===== src/rtl/alu_pkg.sv =====
// Shared ALU select codes, arbiter FSM encoding and width defaults for the ALU sharing logic.
// The helper sel_legal backs the optional ALU_SEL_CHECK_EN select check.
package alu_pkg;

  localparam int DATA_W_DEF = 32;
  localparam int SEL_W_DEF  = 4;

  localparam logic [3:0] ALU_AND = 4'b0000;
  localparam logic [3:0] ALU_OR  = 4'b0001;
  localparam logic [3:0] ALU_ADD = 4'b0010;
  localparam logic [3:0] ALU_MUL = 4'b0011;
  localparam logic [3:0] ALU_SUB = 4'b0110;
  localparam logic [3:0] ALU_SLT = 4'b0111;

  typedef enum logic [1:0] {
    IDLE = 2'd0,
    EXEC = 2'd1,
    RESP = 2'd2
  } state_t;

  function automatic logic sel_legal(input logic [3:0] sel);
    logic ok;
    case (sel)
      ALU_AND, ALU_OR, ALU_ADD, ALU_MUL, ALU_SUB, ALU_SLT: ok = 1'b1;
      default:                                             ok = 1'b0;
    endcase
    return ok;
  endfunction

endpackage


===== src/rtl/alu_share_arbiter_rr.sv =====
// Combinational round-robin picker: first asserted request at or after ptr, wrapping modulo N_REQ.
module rr_arbiter #(
  parameter  int N_REQ = 2,
  localparam int IDX_W = (N_REQ > 1) ? $clog2(N_REQ) : 1
) (
  input  logic [N_REQ-1:0] req,
  input  logic [IDX_W-1:0] ptr,
  output logic [N_REQ-1:0] grant,
  output logic [IDX_W-1:0] grant_idx,
  output logic             any
);

  // Scan from ptr upward; the first hit wins and later hits are masked by any.
  always_comb begin
    int sum;
    int j;
    grant     = '0;
    grant_idx = '0;
    any       = 1'b0;
    sum       = 0;
    j         = 0;
    for (int k = 0; k < N_REQ; k++) begin
      sum = int'(ptr) + k;
      j   = (sum >= N_REQ) ? (sum - N_REQ) : sum;
      if (!any && req[j]) begin
        any       = 1'b1;
        grant[j]  = 1'b1;
        grant_idx = IDX_W'(j);
      end else begin
        any = any;
      end
    end
  end

endmodule


===== src/rtl/alu_share_arbiter.sv =====
// Round-robin sharing of one combinational ALU between N_REQ requesters (IDLE -> EXEC -> RESP).
// Optional macro ALU_SEL_CHECK_EN flags illegal selects via resp_err; otherwise resp_err is 0.
module alu_share_arbiter
  import alu_pkg::*;
#(
  parameter int N_REQ  = 2,
  parameter int DATA_W = DATA_W_DEF,
  parameter int SEL_W  = SEL_W_DEF
) (
  input  logic                    clk,
  input  logic                    rst_n,
  input  logic [N_REQ-1:0]        req_valid,
  output logic [N_REQ-1:0]        req_ready,
  input  logic [N_REQ*DATA_W-1:0] req_op1,
  input  logic [N_REQ*DATA_W-1:0] req_op2,
  input  logic [N_REQ*SEL_W-1:0]  req_sel,
  output logic [N_REQ-1:0]        resp_valid,
  input  logic [N_REQ-1:0]        resp_ready,
  output logic [DATA_W-1:0]       resp_data,
  output logic                    resp_zero,
  output logic                    resp_err,
  output logic [DATA_W-1:0]       alu_op1,
  output logic [DATA_W-1:0]       alu_op2,
  output logic [SEL_W-1:0]        alu_sel,
  input  logic [DATA_W-1:0]       alu_result,
  input  logic                    alu_zero
);

  localparam int IDX_W = (N_REQ > 1) ? $clog2(N_REQ) : 1;

  state_t           state;
  state_t           state_nxt;
  logic [IDX_W-1:0] rr_ptr;
  logic [IDX_W-1:0] grant_idx;
  logic [N_REQ-1:0] arb_grant;
  logic [IDX_W-1:0] arb_idx;
  logic             arb_any;
  logic [IDX_W-1:0] ptr_after;

  rr_arbiter #(.N_REQ(N_REQ)) u_rr_arbiter (
    .req       (req_valid),
    .ptr       (rr_ptr),
    .grant     (arb_grant),
    .grant_idx (arb_idx),
    .any       (arb_any)
  );

  assign ptr_after = (grant_idx == IDX_W'(N_REQ - 1)) ? '0 : (grant_idx + IDX_W'(1));

  // Next-state and handshake strobes; req_ready only looks at req_valid, never resp_ready.
  always_comb begin
    state_nxt  = state;
    req_ready  = '0;
    resp_valid = '0;
    case (state)
      IDLE: begin
        req_ready = arb_grant;
        if (arb_any) state_nxt = EXEC;
        else         state_nxt = IDLE;
      end
      EXEC: state_nxt = RESP;
      RESP: begin
        resp_valid[grant_idx] = 1'b1;
        if (resp_ready[grant_idx]) state_nxt = IDLE;
        else                       state_nxt = RESP;
      end
      default: state_nxt = IDLE;
    endcase
  end

  // State, pointer, operand and result registers.
  always_ff @(posedge clk or negedge rst_n) begin
    if (!rst_n) begin
      state     <= IDLE;
      rr_ptr    <= '0;
      grant_idx <= '0;
      alu_op1   <= '0;
      alu_op2   <= '0;
      alu_sel   <= SEL_W'(ALU_ADD);
      resp_data <= '0;
      resp_zero <= 1'b0;
    end else begin
      state <= state_nxt;
      case (state)
        IDLE: begin
          if (arb_any) begin
            alu_op1   <= req_op1[int'(arb_idx)*DATA_W +: DATA_W];
            alu_op2   <= req_op2[int'(arb_idx)*DATA_W +: DATA_W];
            alu_sel   <= req_sel[int'(arb_idx)*SEL_W +: SEL_W];
            grant_idx <= arb_idx;
          end
        end
        EXEC: begin
`ifdef ALU_SEL_CHECK_EN
          if (sel_legal(4'(alu_sel))) begin
            resp_data <= alu_result;
            resp_zero <= alu_zero;
          end else begin
            resp_data <= '0;
            resp_zero <= 1'b1;
          end
`else
          resp_data <= alu_result;
          resp_zero <= alu_zero;
`endif
        end
        RESP: begin
          if (resp_ready[grant_idx]) rr_ptr <= ptr_after;
        end
        default: ;
      endcase
    end
  end

`ifdef ALU_SEL_CHECK_EN
  logic err_q;

  // Illegal-select flag, captured alongside the result.
  always_ff @(posedge clk or negedge rst_n) begin
    if (!rst_n)              err_q <= 1'b0;
    else if (state == EXEC)  err_q <= !sel_legal(4'(alu_sel));
    else                     err_q <= err_q;
  end

  assign resp_err = err_q;
`else
  assign resp_err = 1'b0;
`endif

endmodule


===== config.mk =====
export PLATFORM = sky130hd
export DESIGN_NAME = alu_share_arbiter
export DESIGN_NICKNAME = d
export VERILOG_FILES = /design/src/rtl/alu_pkg.sv /design/src/rtl/alu_share_arbiter_rr.sv /design/src/rtl/alu_share_arbiter.sv
export SDC_FILE = /design/constraint.sdc
export NUM_CORES = 1
export LEC_CHECK = 0
export CAP_MARGIN = 20
export CORE_ASPECT_RATIO = 1.1
export CORE_MARGIN = 2
export CORE_UTILIZATION = 32
export DETAILED_ROUTE_END_ITERATION = 8
export DONT_BUFFER_PORTS = 1
export GPL_ROUTABILITY_DRIVEN = 0
export PLACE_DENSITY = 0.42
export SYNTH_ARGS = -nofsm -noshare
export SYNTH_HDL_FRONTEND = slang
export SYNTH_SLANG_ARGS = --single-unit

===== constraint.sdc =====
create_clock -name clk -period 4.7 [get_ports clk]
set_clock_uncertainty 0.1 [all_clocks]
set_input_delay 0.94 -clock clk [delete_from_list [all_inputs] [get_ports clk]]
set_output_delay 0.94 -clock clk [all_outputs]
set_load 0.02 [all_outputs]

# Word level (Yosys, flattened, before mapping)

Index checks and enable logic that the tools add are counted.

Mux-type cells: 28
Order comparisons: 8
Bitwise gates (word level): 1
Eq/ne operators: 2
Add/subtract/negate cells: 4
Reduce and logical (&&, ||, !) cells: 8
Shifts and indexed selects: 3

Operators by type and width:

| kind                                                                    | number |
|---|---|
| 64-bit by 7-bit variable part select with 32-bit output                 | 2 |
| 32-bit by 1-bit >= comparator with 1-bit output (second input constant) | 2 |
| 32-bit by 3-bit < comparator with 1-bit output (second input constant)  | 2 |
| 32-bit two-way mux                                                      | 2 |
| 32-bit by 3-bit >= comparator with 1-bit output (second input constant) | 1 |
| 32-bit by 3-bit subtractor with 32-bit output (second input constant)   | 1 |
| 1-bit two-way mux                                                       | 17 |
| 2-bit two-way mux                                                       | 5 |
| 8-bit by 4-bit variable part select with 4-bit output                   | 1 |
| 2-bit case mux with 3 select lines                                      | 1 |
| 1-bit logical AND                                                       | 4 |
| 2-bit AND reduction                                                     | 2 |
| 1-bit demux with 1-bit select                                           | 3 |
| 1-bit by 2-bit subtractor with 3-bit output (second input constant)     | 1 |
| 1-bit by 1-bit adder with 2-bit output (second input constant)          | 1 |
| 2-bit by 1-bit equality test with 1-bit output (second input constant)  | 1 |
| 2-bit equality test (second input constant)                             | 1 |
| 1-bit by 2-bit >= comparator with 1-bit output (second input constant)  | 1 |
| 2-bit zero test                                                         | 1 |
| 1-bit by 2-bit < comparator with 1-bit output (second input constant)   | 1 |
| 2-bit bitwise OR                                                        | 1 |
| 1-bit adder (second input constant)                                     | 1 |
| 1-bit >= comparator (second input constant)                             | 1 |
| 1-bit zero test                                                         | 1 |

Input port bits: 175
Output and inout port bits: 106
Word-level logic and storage cells: 62
Bits in registers: 105

# Longest topological paths before layout

Depth in word-level cells: 11
Gate-level depth with buffers: 7

# Hierarchy

Synthesis repeated with hierarchy kept, for this count alone.

Cell total of the unflattened synthesis: 314
Area, all modules: 4919.7 um2

Modules (own cells, without submodules):

| module            | cells an instance | area each (um2) | seq. area each (um2) | times used |
|---|---|---|---|---|
| alu_share_arbiter | 309               | 4887.2          | 2628.8               | 1 |
| rr_arbiter        | 5                 | 32.5            | 0.0                  | 1 |

# Least setup slack after synthesis

No wires, ideal clock.

Path kind: input to output
From: input port req_valid[0]
To: output port req_ready[1]
Arrival time: 1791 ps
Setup slack: 1869 ps
Data required time: 3660 ps
Stages: 6
Cell sequence: nand2b_1 buf_2 buf_6 buf_2 nand2_1 nor2_1

Cells in the longest elaborated chain, start to end: 8
Elaborated cells between the ends (all ways): 13

RTL lines:

| element                                              | RTL line                   | source |
|---|---|---|
| start: declaration                                   | alu_share_arbiter.sv:12    | `input logic [N_REQ-1:0] req_valid,` |
| 1-bit two-way mux (implied by the code) (3 in a row) | alu_share_arbiter_rr.sv:25 | `if (!any && req[j]) begin` |
| 1-bit two-way mux                                    | alu_share_arbiter_rr.sv:25 |  |
| 1-bit zero test                                      | alu_share_arbiter_rr.sv:25 |  |
| 1-bit logical AND                                    | alu_share_arbiter_rr.sv:25 |  |
| 2-bit two-way mux (*)                                | alu_share_arbiter_rr.sv:25 |  |
| 2-bit two-way mux (*)                                | alu_share_arbiter.sv:55    | `case (state)` |
| end: declaration                                     | alu_share_arbiter.sv:13    | `output logic [N_REQ-1:0] req_ready,` |

Mark *: on every way between the ends. The rest lies on a longest branch, timed or not. The select of a mux whose other input is x is not followed.

# Worst setup path in the final report

From: register state[0]
To: output port req_ready[1]

Cells in the longest elaborated chain, start to end: 2

RTL lines:

| element                  | RTL line                | source |
|---|---|---|
| start: declaration       | alu_share_arbiter.sv:31 | `state_t state;` |
| start signal: assignment | alu_share_arbiter.sv:83 | `state <= state_nxt;` |
| 2-bit zero test          | alu_share_arbiter.sv:55 |  |
| 2-bit two-way mux        | alu_share_arbiter.sv:55 |  |

Every way passes these cells.

==> results.cfg <==
[cts]
cts_sinks = 105
clkLatencyLatePin_ps = 340
holdBufCountCts = 0
post_cts_buffers = 0
cts_resized = 0
cts_buffers = 9
clkTransAtPathRegs_ps = 70
htree_levels = 3
clock_path_buffers = 2
cts_tree = built
root_buffer = clkbuf_16

[logic_synthesis]
ys_seq_area_share_pct = 52.9
syn_nets = 669
yosysWarnings = 0
synth_compound_area_share_pct = 24.6
ys_ff_latch = 105
avgSynthCellArea_um2 = 10.1
syn_area_um2 = 4970
yosys.area_share.simple_pct = 8.56
ys_types = 24
synth_area_leaders = dfrtp_1, a31oi_1, mux2_2
postSynthCellCount = 494
synth_top_family_by_area = compound AO/OA/AOI/OAI gates
yosys.area_share.xor_xnor_pct = 0
synth_top_area_share_pct = 52.4
synthAdderAreaFrac_pct = 0
yosys.area.top_type = dfrtp_1
synth_mux_area_share_pct = 7.48

[flow_run]
max_cap_violations = 0

[critical_path]
setup.worst_path.class = flop to output pin
startpoint = state[0]
critPathLaunchType = flop
rr_startpoint = state[0]
cp_top_family = simple AND/OR/NAND/NOR gates
critical_path.n_buffers_inverters = 0
path_max_fanout = 5
required_ps = 3660
arrival_ps = 1540
critPathSlowestCell = dfrtp_1
crit_path_max_incr_delay_ps = 450
setup.worst_path.end_class = output pin
critical_path.cell_chain = or2_4 > nor2_1

[final_layout]
multiInputGateArea_um2 = 2040
fin_nets = 628
n_fill_cell = 1560
ff_latch_area_um2 = 2630
syn2layout_area_growth_pct = 6.42
drive_gt1_share_pct = 18.1
diodes = 0

[drt]
vias = 3843
wirelength_um = 14700
ant_nets = 0
drt_first_iter_violations = 275
drc_errors = 0
drt_first_pass_iters = 4
avgRoutedWirePerCell_um = 22.5
avgViaCountPerCell = 5.88

[timing]
period_share_pct = 54.8
hold_viol = 0
setup_violations = 0
fin_crit_ps = 2580
tns_ps = 0
max_freq_ghz = 0.388
rsz0062_at_grt = no
drv_slew = 0
tightest_slew_ps = 1020
whs_ps = 184
relSlewSlack_pct = 31.6

[global_routing]
grt.total_usage_pct = 17.4
grt_pass1_wl_um = 22300
grt_pass1_vias = 3930
grt_max_degree = 106
grt-ovfl-total = 0
antenna_found_initial = 0

[floorplanning]
die_w_um = 123
core_area_um2 = 15100
rows = 47
die-area_um2 = 16500
initial_core_util_pct = 32.9
pin_count = 281
dieHeight_um = 135

[placement]
detailed_place_hpwl_um = 9570
io_buffers = 0

[pwr]
p_int_mw = 2.33
clock_power_share_pct = 19.1
irDropWorstVdd_mv = 0.392
pwr-share-seq_pct = 54.0
p_sw_share_pct = 45.2
power_density_nw_per_um2 = 804
netSwitchingPower_mw = 1.93
power.share.combinational_pct = 26.8
p_leak_nw = 1.98

[run_status]
status = finished, final reports clean

[hold_path]
hold_path_class = primary input to asynchronous set/reset pin
[path summary, 6_finish.rpt]
path	end	cells past startpoint	slack, ps
worst max-delay path	req_ready[1]	2	2120
worst min register to register	rr_ptr	1	480
worst min-delay path	alu_op1[1]	0	180
worst max register to register	alu_op2[11]	4	2320
min in group clk	rr_ptr	1	480
max in group asynchronous	alu_sel[1]	0	4120
[area by class of cell]
| class | count | area share [%] |
|---|---|---|
| inverter | 3 | 0.213 |
| sequential | 105 | 49.7 |
| timing repair buffer | 5 | 0.946 |
| tap | 196 | 4.64 |
| multi-input combinational | 329 | 38.5 |
| clock inverter | 7 | 1.75 |
| clock buffer | 9 | 4.26 |
[worst register-to-register path: stages (launching register included)]
cell     delay [ps]
dfrtp_1         450
or2_4           300
nor2_4          770
buf_4           470
a31oi_1         150
[layer usage]
metal / vias to the layer above / GRT usage [%] / part of all wire [%]
met5: - / 0 / 0
met4: 0 / 7.15 / 2.3
met3: 22 / 5.83 / 11
met2: 211 / 28.3 / 48
met1: 1870 / 21.0 / 38
li1: 1740 / - / -
[cell families (layout without fill, tap and decap cells)]
logic type | Yosys count | in the layout
other | 1 | 1
AND/OR/NAND/NOR | 83 | 83
AO/OA/AOI/OAI | 212 | 212
buffers and inverters | 60 | 24
flip-flops | 105 | 105
multiplexers | 33 | 33
[power by group through the flow]
| stage | clock [mW] | combinational [mW] | sequential, mW |
|---|---|---|---|
| floorplan | 0 | 1.01 | 2.18 |
| global placement | 0 | 1.13 | 2.33 |
| detailed placement | 0 | 1.16 | 2.32 |
| CTS | 0.844 | 1.15 | 2.31 |
| global route | 0.878 | 1.28 | 2.37 |
| finish | 0.814 | 1.14 | 2.30 |
[cell usage after synthesis]
| library cell | instances |
|---|---|
| buf_6 | 6 |
| nor2_1 | 5 |
| a31oi_1 | 69 |
| dfstp_2 | 1 |
| clkbuf_1 | 22 |
| or2_1 | 1 |
| nand2b_1 | 3 |
| a21oi_2 | 20 |
| inv_2 | 1 |
| and3_1 | 1 |
| nand3_1 | 68 |
| dfrtp_1 | 104 |
| conb_1 | 1 |
| o21ai_0 | 65 |
| inv_1 | 2 |
| nand2_1 | 2 |
| o21ai_1 | 8 |
| mux2_2 | 33 |
| buf_2 | 24 |
| nor2_4 | 1 |
| or2_4 | 1 |
| buf_4 | 5 |
| a21oi_1 | 50 |
| and2b_1 | 1 |
[sequential cells by signal, indices dropped and copies added, names as in the netlist]
name       cells
resp_data     32
alu_op1       32
state          2
resp_zero      1
alu_op2       32
grant_idx      1
rr_ptr         1
alu_sel        4
[cells in the final DEF (no fill, tap or decap), types with 2 or more instances in the layout]
| master | n |
|---|---|
| inv_1 | 2 |
| inv_6 | 2 |
| clkinv_2 | 3 |
| clkbuf_16 | 9 |
| nor2_1 | 4 |
| dfrtp_1 | 104 |
| bufinv_16 | 2 |
| mux2_2 | 33 |
| o21ai_0 | 65 |
| nand2b_2 | 2 |
| nor2_4 | 2 |
| nand3_1 | 68 |
| nand2_1 | 2 |
| a21oi_1 | 50 |
| buf_4 | 4 |
| o21ai_1 | 8 |
| a31oi_1 | 69 |
| a21oi_2 | 20 |
[stage by stage]
step	area, um2	power [mW]	setup slack [ps]	util [%]	std cells
floorplan	4970	3.19	1870	-	494
global placement	4950	3.45	2080	32.8	637
detailed placement	4950	3.48	2010	32.8	637
CTS	5270	4.31	2100	34.9	653
global route	5290	4.53	2090	35.0	654
finish	5290	4.26	2120	35.0	654
(Power assumes the default switching activity.)
